===== src/rtl/alu_seq.sv =====
// rtl/alu_seq.sv - registered ALU with persistent flags, shifts and a shift-add multiplier
//
// Purpose: WIDTH-bit ALU between decode and writeback. Single-cycle ops finish
// one edge after acceptance; MUL runs one multiplier bit per cycle (LSB first)
// and finishes WIDTH+1 edges after acceptance. Flags {Z,N,C,V} persist across
// operations and feed the carry-in of ADC.
//
// Ports:
//   clk        rising-edge clock
//   rst        asynchronous active-high reset
//   in_valid   request present          in_ready  request accepted this edge
//   op/a/b     opcode and operands, captured on acceptance
//   out_valid  result/flags valid (DONE) out_ready consumer takes the result
//   result     registered result        flags     registered {Z,N,C,V}
module alu_seq #(
  parameter int WIDTH = 4,
  parameter int SHW   = $clog2(WIDTH)
) (
  input  logic             clk,
  input  logic             rst,
  input  logic             in_valid,
  output logic             in_ready,
  input  logic [3:0]       op,
  input  logic [WIDTH-1:0] a,
  input  logic [WIDTH-1:0] b,
  output logic             out_valid,
  input  logic             out_ready,
  output logic [WIDTH-1:0] result,
  output logic [3:0]       flags
);
  localparam int            CW       = $clog2(WIDTH + 1);
  localparam logic [CW-1:0] CNT_LAST = CW'(WIDTH);

  localparam logic [3:0] OP_ADD = 4'd0;
  localparam logic [3:0] OP_SUB = 4'd1;
  localparam logic [3:0] OP_AND = 4'd2;
  localparam logic [3:0] OP_OR  = 4'd3;
  localparam logic [3:0] OP_XOR = 4'd4;
  localparam logic [3:0] OP_NOT = 4'd5;
  localparam logic [3:0] OP_PAS = 4'd6;
  localparam logic [3:0] OP_ADC = 4'd7;
  localparam logic [3:0] OP_SHL = 4'd8;
  localparam logic [3:0] OP_SHR = 4'd9;
  localparam logic [3:0] OP_SAR = 4'd10;
  localparam logic [3:0] OP_MUL = 4'd11;
  localparam logic [3:0] OP_CMP = 4'd12;

  typedef enum logic [1:0] {S_IDLE, S_BUSY, S_DONE} state_t;

  state_t             state_q, state_d;
  logic [WIDTH-1:0]   result_q, result_d;
  logic [3:0]         flags_q, flags_d;
  logic [2*WIDTH-1:0] acc_q, acc_d;
  logic [2*WIDTH-1:0] mcand_q, mcand_d;
  logic [WIDTH-1:0]   mplier_q, mplier_d;
  logic [CW-1:0]      cnt_q, cnt_d;

  logic               accept;
  logic               c_flag;
  logic [WIDTH:0]     add_ext;
  logic [WIDTH:0]     sub_ext;
  logic [SHW-1:0]     shamt;
  logic [WIDTH-1:0]   alu_res;
  logic               alu_c;
  logic               alu_v;

  assign c_flag    = flags_q[1];
  assign in_ready  = (state_q == S_IDLE) || ((state_q == S_DONE) && out_ready);
  assign accept    = in_valid && in_ready;
  assign out_valid = (state_q == S_DONE);
  assign result    = result_q;
  assign flags     = flags_q;
  assign shamt     = b[SHW-1:0];

  // One adder serves ADD and ADC; carry-in is the stored C only for ADC.
  assign add_ext = {1'b0, a} + {1'b0, b} + {{WIDTH{1'b0}}, (op == OP_ADC) & c_flag};
  // Extended subtract: the top bit is the unsigned borrow (a < b).
  assign sub_ext = {1'b0, a} - {1'b0, b};

  // Single-cycle datapath; C defaults to the stored flag so logic/shift ops keep it.
  always_comb begin
    alu_res = '0;
    alu_c   = c_flag;
    alu_v   = 1'b0;
    case (op)
      OP_ADD, OP_ADC: begin
        alu_res = add_ext[WIDTH-1:0];
        alu_c   = add_ext[WIDTH];
        alu_v   = (a[WIDTH-1] == b[WIDTH-1]) && (add_ext[WIDTH-1] != a[WIDTH-1]);
      end
      OP_SUB, OP_CMP: begin
        alu_res = sub_ext[WIDTH-1:0];
        alu_c   = sub_ext[WIDTH];
        alu_v   = (a[WIDTH-1] != b[WIDTH-1]) && (sub_ext[WIDTH-1] != a[WIDTH-1]);
      end
      OP_AND:  alu_res = a & b;
      OP_OR:   alu_res = a | b;
      OP_XOR:  alu_res = a ^ b;
      OP_NOT:  alu_res = ~a;
      OP_PAS:  alu_res = a;
      OP_SHL:  alu_res = a << shamt;
      OP_SHR:  alu_res = a >> shamt;
      OP_SAR:  alu_res = $signed(a) >>> shamt;
      default: alu_res = '0;  // MUL goes through the sequencer; reserved ops yield 0
    endcase
  end

  always_comb begin
    state_d  = state_q;
    result_d = result_q;
    flags_d  = flags_q;
    acc_d    = acc_q;
    mcand_d  = mcand_q;
    mplier_d = mplier_q;
    cnt_d    = cnt_q;

    case (state_q)
      S_IDLE: state_d = S_IDLE;
      S_BUSY: begin
        // WIDTH iterations, then one extra edge to publish the product.
        if (cnt_q == CNT_LAST) begin
          state_d  = S_DONE;
          result_d = acc_q[WIDTH-1:0];
          flags_d  = {(acc_q[WIDTH-1:0] == '0), acc_q[WIDTH-1],
                      |acc_q[2*WIDTH-1:WIDTH], 1'b0};
        end else begin
          if (mplier_q[0]) begin
            acc_d = acc_q + mcand_q;
          end
          mcand_d  = mcand_q << 1;
          mplier_d = mplier_q >> 1;
          cnt_d    = cnt_q + CW'(1);
        end
      end
      S_DONE: begin
        if (out_ready) begin
          state_d = S_IDLE;
        end
      end
      default: state_d = S_IDLE;
    endcase

    // Acceptance is only possible from IDLE or a draining DONE, so it
    // overrides whatever those states chose above.
    if (accept) begin
      if (op == OP_MUL) begin
        state_d  = S_BUSY;
        acc_d    = '0;
        mcand_d  = {{WIDTH{1'b0}}, a};
        mplier_d = b;
        cnt_d    = '0;
      end else begin
        state_d  = S_DONE;
        result_d = alu_res;
        flags_d  = {(alu_res == '0), alu_res[WIDTH-1], alu_c, alu_v};
      end
    end
  end

  always_ff @(posedge clk or posedge rst) begin
    if (rst) begin
      state_q  <= S_IDLE;
      result_q <= '0;
      flags_q  <= 4'b0000;
      acc_q    <= '0;
      mcand_q  <= '0;
      mplier_q <= '0;
      cnt_q    <= '0;
    end else begin
      state_q  <= state_d;
      result_q <= result_d;
      flags_q  <= flags_d;
      acc_q    <= acc_d;
      mcand_q  <= mcand_d;
      mplier_q <= mplier_d;
      cnt_q    <= cnt_d;
    end
  end

endmodule


===== config.mk =====
export PLATFORM = sky130hd
export DESIGN_NAME = alu_seq
export DESIGN_NICKNAME = d
export VERILOG_FILES = /design/src/rtl/alu_seq.sv
export SDC_FILE = /design/constraint.sdc
export NUM_CORES = 1
export LEC_CHECK = 0
export ABC_AREA = 1
export BUFFER_PORTS_ARGS = -buffer_cell sky130_fd_sc_hd__buf_4
export CAP_MARGIN = 20
export CORE_ASPECT_RATIO = 1.4
export CORE_UTILIZATION = 54
export CTS_BUF_LIST = sky130_fd_sc_hd__clkbuf_16
export CTS_CLUSTER_DIAMETER = 200
export DETAILED_ROUTE_END_ITERATION = 16
export GPL_ROUTABILITY_DRIVEN = 0
export PLACE_DENSITY = 0.76
export SLEW_MARGIN = 5
export SYNTH_ARGS = -nofsm -noshare
export SYNTH_HDL_FRONTEND = slang
export SYNTH_SLANG_ARGS = --single-unit

===== constraint.sdc =====
create_clock -name clk -period 2.5 [get_ports clk]
set_input_delay 0.125 -clock clk [delete_from_list [all_inputs] [get_ports clk]]
set_output_delay 0.125 -clock clk [all_outputs]
set_load 0.05 [all_outputs]

==> summary.json <==
{
  "grt_antenna_before_repair": {"value": 0},
  "setup.worst_path.start": {"value": "flags[1]"},
  "drive_above_1_share": {"value": 12.8, "unit": "%"},
  "data_arrival_critical_path": {"value": 2.32, "unit": "ns"},
  "layoutNonFillerInstCount": {"value": 503},
  "grt.busiest_layer": {"value": "met2"},
  "detailedRoute.firstIterationViolations": {"value": 179},
  "clk_pin_slew": {"value": 0.05, "unit": "ns"},
  "clock.fmax": {"value": 460, "unit": "MHz"},
  "worst_reg2reg_path_depth": {"value": 12},
  "power_per_cell_area": {"value": 797, "unit": "mW/mm²"},
  "clockBufferDepth": {"value": 2},
  "areaGrowthSynthToFinish": {"value": 13.4, "unit": "%"},
  "synthAdderAreaFrac": {"value": 12.6, "unit": "%"},
  "nNetsFinal": {"value": 481},
  "cts_tree": {"value": "yes"},
  "number_of_flops_mapped_to_enable_cells_by_yosys": {"value": 0},
  "power_frac_clock": {"value": 22.2, "unit": "%"},
  "grt_util_met3": {"value": 3.40, "unit": "%"},
  "grt_max_degree": {"value": 30},
  "nFillCells": {"value": 461},
  "synth_seq_area_share": {"value": 29.4, "unit": "%"},
  "initial_utilization": {"value": 57.2, "unit": "%"},
  "synthesis.area_per_instance": {"value": 6.84, "unit": "µm²"},
  "boundaryPins": {"value": 26},
  "crit_family": {"value": "adder cells"},
  "drtPass1Iterations": {"value": 5},
  "timing.slew.headroom": {"value": 58.8, "unit": "%"},
  "number_of_global_route_vias_before_repair": {"value": 2629},
  "grt_overflow_total": {"value": 0},
  "core-area": {"value": 0.00492, "unit": "mm²"},
  "holdWs": {"value": 0.153, "unit": "ns"},
  "die-area": {"value": 0.00551, "unit": "mm²"},
  "yosys.area_share.xor_xnor": {"value": 2.49, "unit": "%"},
  "synthSimpleGateAreaFrac": {"value": 34.3, "unit": "%"},
  "critPathRequiredTime": {"value": 2.65, "unit": "ns"},
  "count_of_synthesis_stage_warnings_from_yosys": {"value": 0},
  "cts.sinks": {"value": 33},
  "ctsHoldBuffers": {"value": 1},
  "setup.worst_path.start_class": {"value": "flop"},
  "antenna_violating_nets_post_route": {"value": 0},
  "combinational_family_with_the_most_area_after_synthesis": {"value": "simple AND/OR/NAND/NOR gates"},
  "leakage": {"value": 1.77, "unit": "nW"},
  "cap_violations": {"value": 0},
  "yosys.cell_types.count": {"value": 29},
  "syn_inst": {"value": 411},
  "synth_compound_gate_area_share": {"value": 11.8, "unit": "%"},
  "rsz0062_at_grt": {"value": "no"},
  "critPathBufInv": {"value": 2},
  "ff_latch_count_synth": {"value": 33},
  "combPwrFrac": {"value": 43.1, "unit": "%"},
  "clk_root_buffer_cell": {"value": "sky130_fd_sc_hd__clkbuf_16"},
  "synth-async-reset-ratio": {"value": 100, "unit": "%"},
  "dr_total_vias": {"value": 2723},
  "groute.usage.overall": {"value": 28.6, "unit": "%"},
  "synth_fp_nets": {"value": 453},
  "endpoint": {"value": "flags[1]"},
  "detail_route.wirelength": {"value": 7150, "unit": "µm"},
  "worst_path_most_repeated_cell": {"value": "sky130_fd_sc_hd__nor2_1"},
  "final.setup_skew": {"value": 0.00674, "unit": "ns"},
  "chipWidth": {"value": 63.0, "unit": "µm"},
  "timing.final.crit_share": {"value": 86.9, "unit": "%"},
  "post-cts-setup-buffer-count": {"value": 0},
  "synth_flop_type": {"value": "sky130_fd_sc_hd__dfrtp_1"},
  "total_switching_power": {"value": 1.04, "unit": "mW"},
  "clk_latency": {"value": 0.28, "unit": "ns"},
  "capture_instance_of_the_worst_register_to_register_path": {"value": "flags[1]"},
  "clock_tree.htree_level_count": {"value": 2},
  "finalSetupTns": {"value": 0, "unit": "ns"},
  "yosys-mux-area-fraction": {"value": 0, "unit": "%"},
  "dpl.cell_count": {"value": 495},
  "grtUsageMet2": {"value": 54.3, "unit": "%"},
  "seq_power_share": {"value": 34.7, "unit": "%"},
  "report.final.slew_viol_count": {"value": 0},
  "min_path_type": {"value": "in2reg"},
  "rr_startpoint": {"value": "flags[1]"},
  "cts_made_buffers": {"value": 5},
  "setup_violations": {"value": 0},
  "port_buffers": {"value": 25},
  "timing_worst_setup_path_type": {"value": "reg2reg"},
  "final-hold-violation-count": {"value": 0},
  "crit_fanout": {"value": 3},
  "critPathCaptureType": {"value": "flop"},
  "post-route-util": {"value": 64.9, "unit": "%"},
  "synth.cell_area": {"value": 0.00281, "unit": "mm²"},
  "dieHeight": {"value": 87.4, "unit": "µm"},
  "postCtsResizedCells": {"value": 0},
  "critical-path-slowest-cell": {"value": "sky130_fd_sc_hd__fa_1"},
  "hpwl": {"value": 5500, "unit": "µm"},
  "crit_path_max_incr_delay": {"value": 0.41, "unit": "ns"},
  "drc": {"value": 0},
  "gr-usage-met1": {"value": 31.6, "unit": "%"},
  "swShare": {"value": 40.8, "unit": "%"},
  "worstPathCellList": {"value": "inv_1, nor2_1, fa_1, fa_1, nand2_1, inv_1, nor2_1, nor2_1, o21ai_0, o211ai_1, o211ai_1, o21ai_0"},
  "drt-wirelength-per-cell": {"value": 14.2, "unit": "µm"},
  "insertedDiodeCount": {"value": 0},
  "irDropWorstVdd": {"value": 320, "unit": "µV"},
  "timing.final.crit_period": {"value": 2.17, "unit": "ns"},
  "intPower": {"value": 1.51, "unit": "mW"},
  "post_drt_via_cell_ratio": {"value": 5.41},
  "status": {"value": "complete, no violations"},
  "worst_pin_slew": {"value": 0.618, "unit": "ns"},
  "global_route_wire_length_before_repair": {"value": 12100, "unit": "µm"},
  "critical_path_cell_count": {"value": 12},
  "rows": {"value": 30},
  "reg2reg_setup_slack": {"value": 0.33, "unit": "ns"}
}
-- how the worst min path moves through the flow --
| stage | start | end | slack [ns] | cells past startpoint |
|---|---|---|---|---|
| 4_1_cts | out_ready | state_q[1] | 0.15 | 4 |
| 6_report | out_ready | state_q[1] | 0.15 | 4 |
| 5_1_grt | out_ready | state_q[1] | 0.17 | 4 |
| 2_1_floorplan | rst | acc_q[0] | 0.25 | 1 |
| 3_3_place_gp | rst | acc_q[3] | 0.24 | 2 |
| 3_5_place_dp | rst | acc_q[3] | 0.24 | 2 |
-- metrics by stage --
stage          power [mW]  setup slack [ns]  instance area, µm²
2_1_floorplan        1.69             0.255                2810
3_3_place_gp         1.94             0.283                3050
6_report             2.54             0.327                3190
3_5_place_dp         1.98             0.198                3050
4_1_cts              2.55             0.330                3190
5_1_grt              2.74             0.101                3190
-- state kept, by name (all words and copies together), names as in the netlist --
register  flops
acc_q         8
mcand_q       8
flags         4
mplier_q      4
result        4
cnt_q         3
state_q       2
-- synth_stat cells, types with 2 or more instances --
| cell type | instances | share of area, % |
|---|---|---|
| sky130_fd_sc_hd__a211oi_1 | 4 | 1.1 |
| sky130_fd_sc_hd__nand2_1 | 122 | 16 |
| sky130_fd_sc_hd__o21ai_1 | 4 | 0.71 |
| sky130_fd_sc_hd__nand2_2 | 3 | 0.67 |
| sky130_fd_sc_hd__a31oi_1 | 7 | 1.6 |
| sky130_fd_sc_hd__a21oi_1 | 17 | 3.0 |
| sky130_fd_sc_hd__nor3_1 | 5 | 0.89 |
| sky130_fd_sc_hd__fa_1 | 4 | 2.8 |
| sky130_fd_sc_hd__dfrtp_1 | 33 | 29 |
| sky130_fd_sc_hd__buf_6 | 2 | 0.80 |
| sky130_fd_sc_hd__nor2_1 | 40 | 5.3 |
| sky130_fd_sc_hd__nand3_1 | 34 | 6.0 |
| sky130_fd_sc_hd__inv_2 | 8 | 1.1 |
| sky130_fd_sc_hd__nor2_4 | 4 | 1.6 |
| sky130_fd_sc_hd__xnor2_1 | 5 | 1.6 |
| sky130_fd_sc_hd__o21ai_0 | 20 | 3.6 |
| sky130_fd_sc_hd__o211ai_1 | 5 | 1.3 |
| sky130_fd_sc_hd__inv_1 | 50 | 6.7 |
| sky130_fd_sc_hd__or2_2 | 2 | 0.44 |
| sky130_fd_sc_hd__ha_1 | 22 | 9.8 |
| sky130_fd_sc_hd__nand3b_1 | 3 | 0.80 |
| sky130_fd_sc_hd__xor2_1 | 3 | 0.93 |
| sky130_fd_sc_hd__nor2_2 | 4 | 0.89 |
| sky130_fd_sc_hd__buf_2 | 5 | 0.89 |
-- power groups by stage --
stage	combinational (mW)	sequential (mW)	clock (mW)
4_1_cts	1.10	0.882	0.570
6_report	1.10	0.882	0.564
3_3_place_gp	1.06	0.880	0
3_5_place_dp	1.09	0.886	0
2_1_floorplan	0.729	0.960	0
5_1_grt	1.24	0.905	0.594
-- placed cells by master, fill, tap and decap left out --
master and count:
sky130_fd_sc_hd__nand2_1 122, sky130_fd_sc_hd__inv_1 51, sky130_fd_sc_hd__nor2_1 40, sky130_fd_sc_hd__nand3_1 34, sky130_fd_sc_hd__dfrtp_1 33, sky130_fd_sc_hd__buf_4 27, sky130_fd_sc_hd__ha_1 22, sky130_fd_sc_hd__o21ai_0 20
sky130_fd_sc_hd__a21oi_1 17, sky130_fd_sc_hd__inv_2 8, sky130_fd_sc_hd__a31oi_1 7, sky130_fd_sc_hd__nor3_1 5, sky130_fd_sc_hd__xnor2_1 5, sky130_fd_sc_hd__o211ai_1 5, sky130_fd_sc_hd__clkbuf_16 5, sky130_fd_sc_hd__nor2_4 4
sky130_fd_sc_hd__nor2_2 4, sky130_fd_sc_hd__a211oi_1 4, sky130_fd_sc_hd__o21ai_1 4, sky130_fd_sc_hd__fa_1 4, sky130_fd_sc_hd__nand2_2 3, sky130_fd_sc_hd__xor2_1 3, sky130_fd_sc_hd__nand3b_1 3, sky130_fd_sc_hd__or2_2 2
sky130_fd_sc_hd__nor2_8 1, sky130_fd_sc_hd__a21oi_2 1, sky130_fd_sc_hd__nor3_2 1, sky130_fd_sc_hd__nand4_1 1, sky130_fd_sc_hd__o21a_1 1, sky130_fd_sc_hd__clkinv_1 1, sky130_fd_sc_hd__dlygate4sd3_1 1
-- logic make-up (layout without fill, tap and decap cells) --
logic type | after synthesis | after routing
xor+xnor | 8 | 8
flops | 33 | 33
buf+inv | 65 | 93
fa+ha+maj | 26 | 26
compound gates | 59 | 59
simple gates | 220 | 220
-- area by class of cell --
type                            count  area (µm²)  area share [%]
Multi-Input combinational cell    313        1720            54.0
Sequential cell                    33         826            25.9
Inverter                           58         218            6.82
Timing Repair Buffer               28         213            6.67
Clock buffer                        5         125            3.92
Tap cell                           64        80.1            2.51
Clock inverter                      2        7.51           0.235
-- worst min-delay path, stage by stage --
cell	delay (ns)
sky130_fd_sc_hd__buf_4	0.08
sky130_fd_sc_hd__nor2_2	0.04
sky130_fd_sc_hd__nand2_1	0.05
sky130_fd_sc_hd__a31oi_1	0.08
-- routing by layer --
layer,share of wire (%),vias up
met2,54,81
met3,4.0,14
met1,39,1260
met4,2.9,0
met5,0,-
li1,-,1368
No activity file was read; power rests on OpenSTA's default activity.
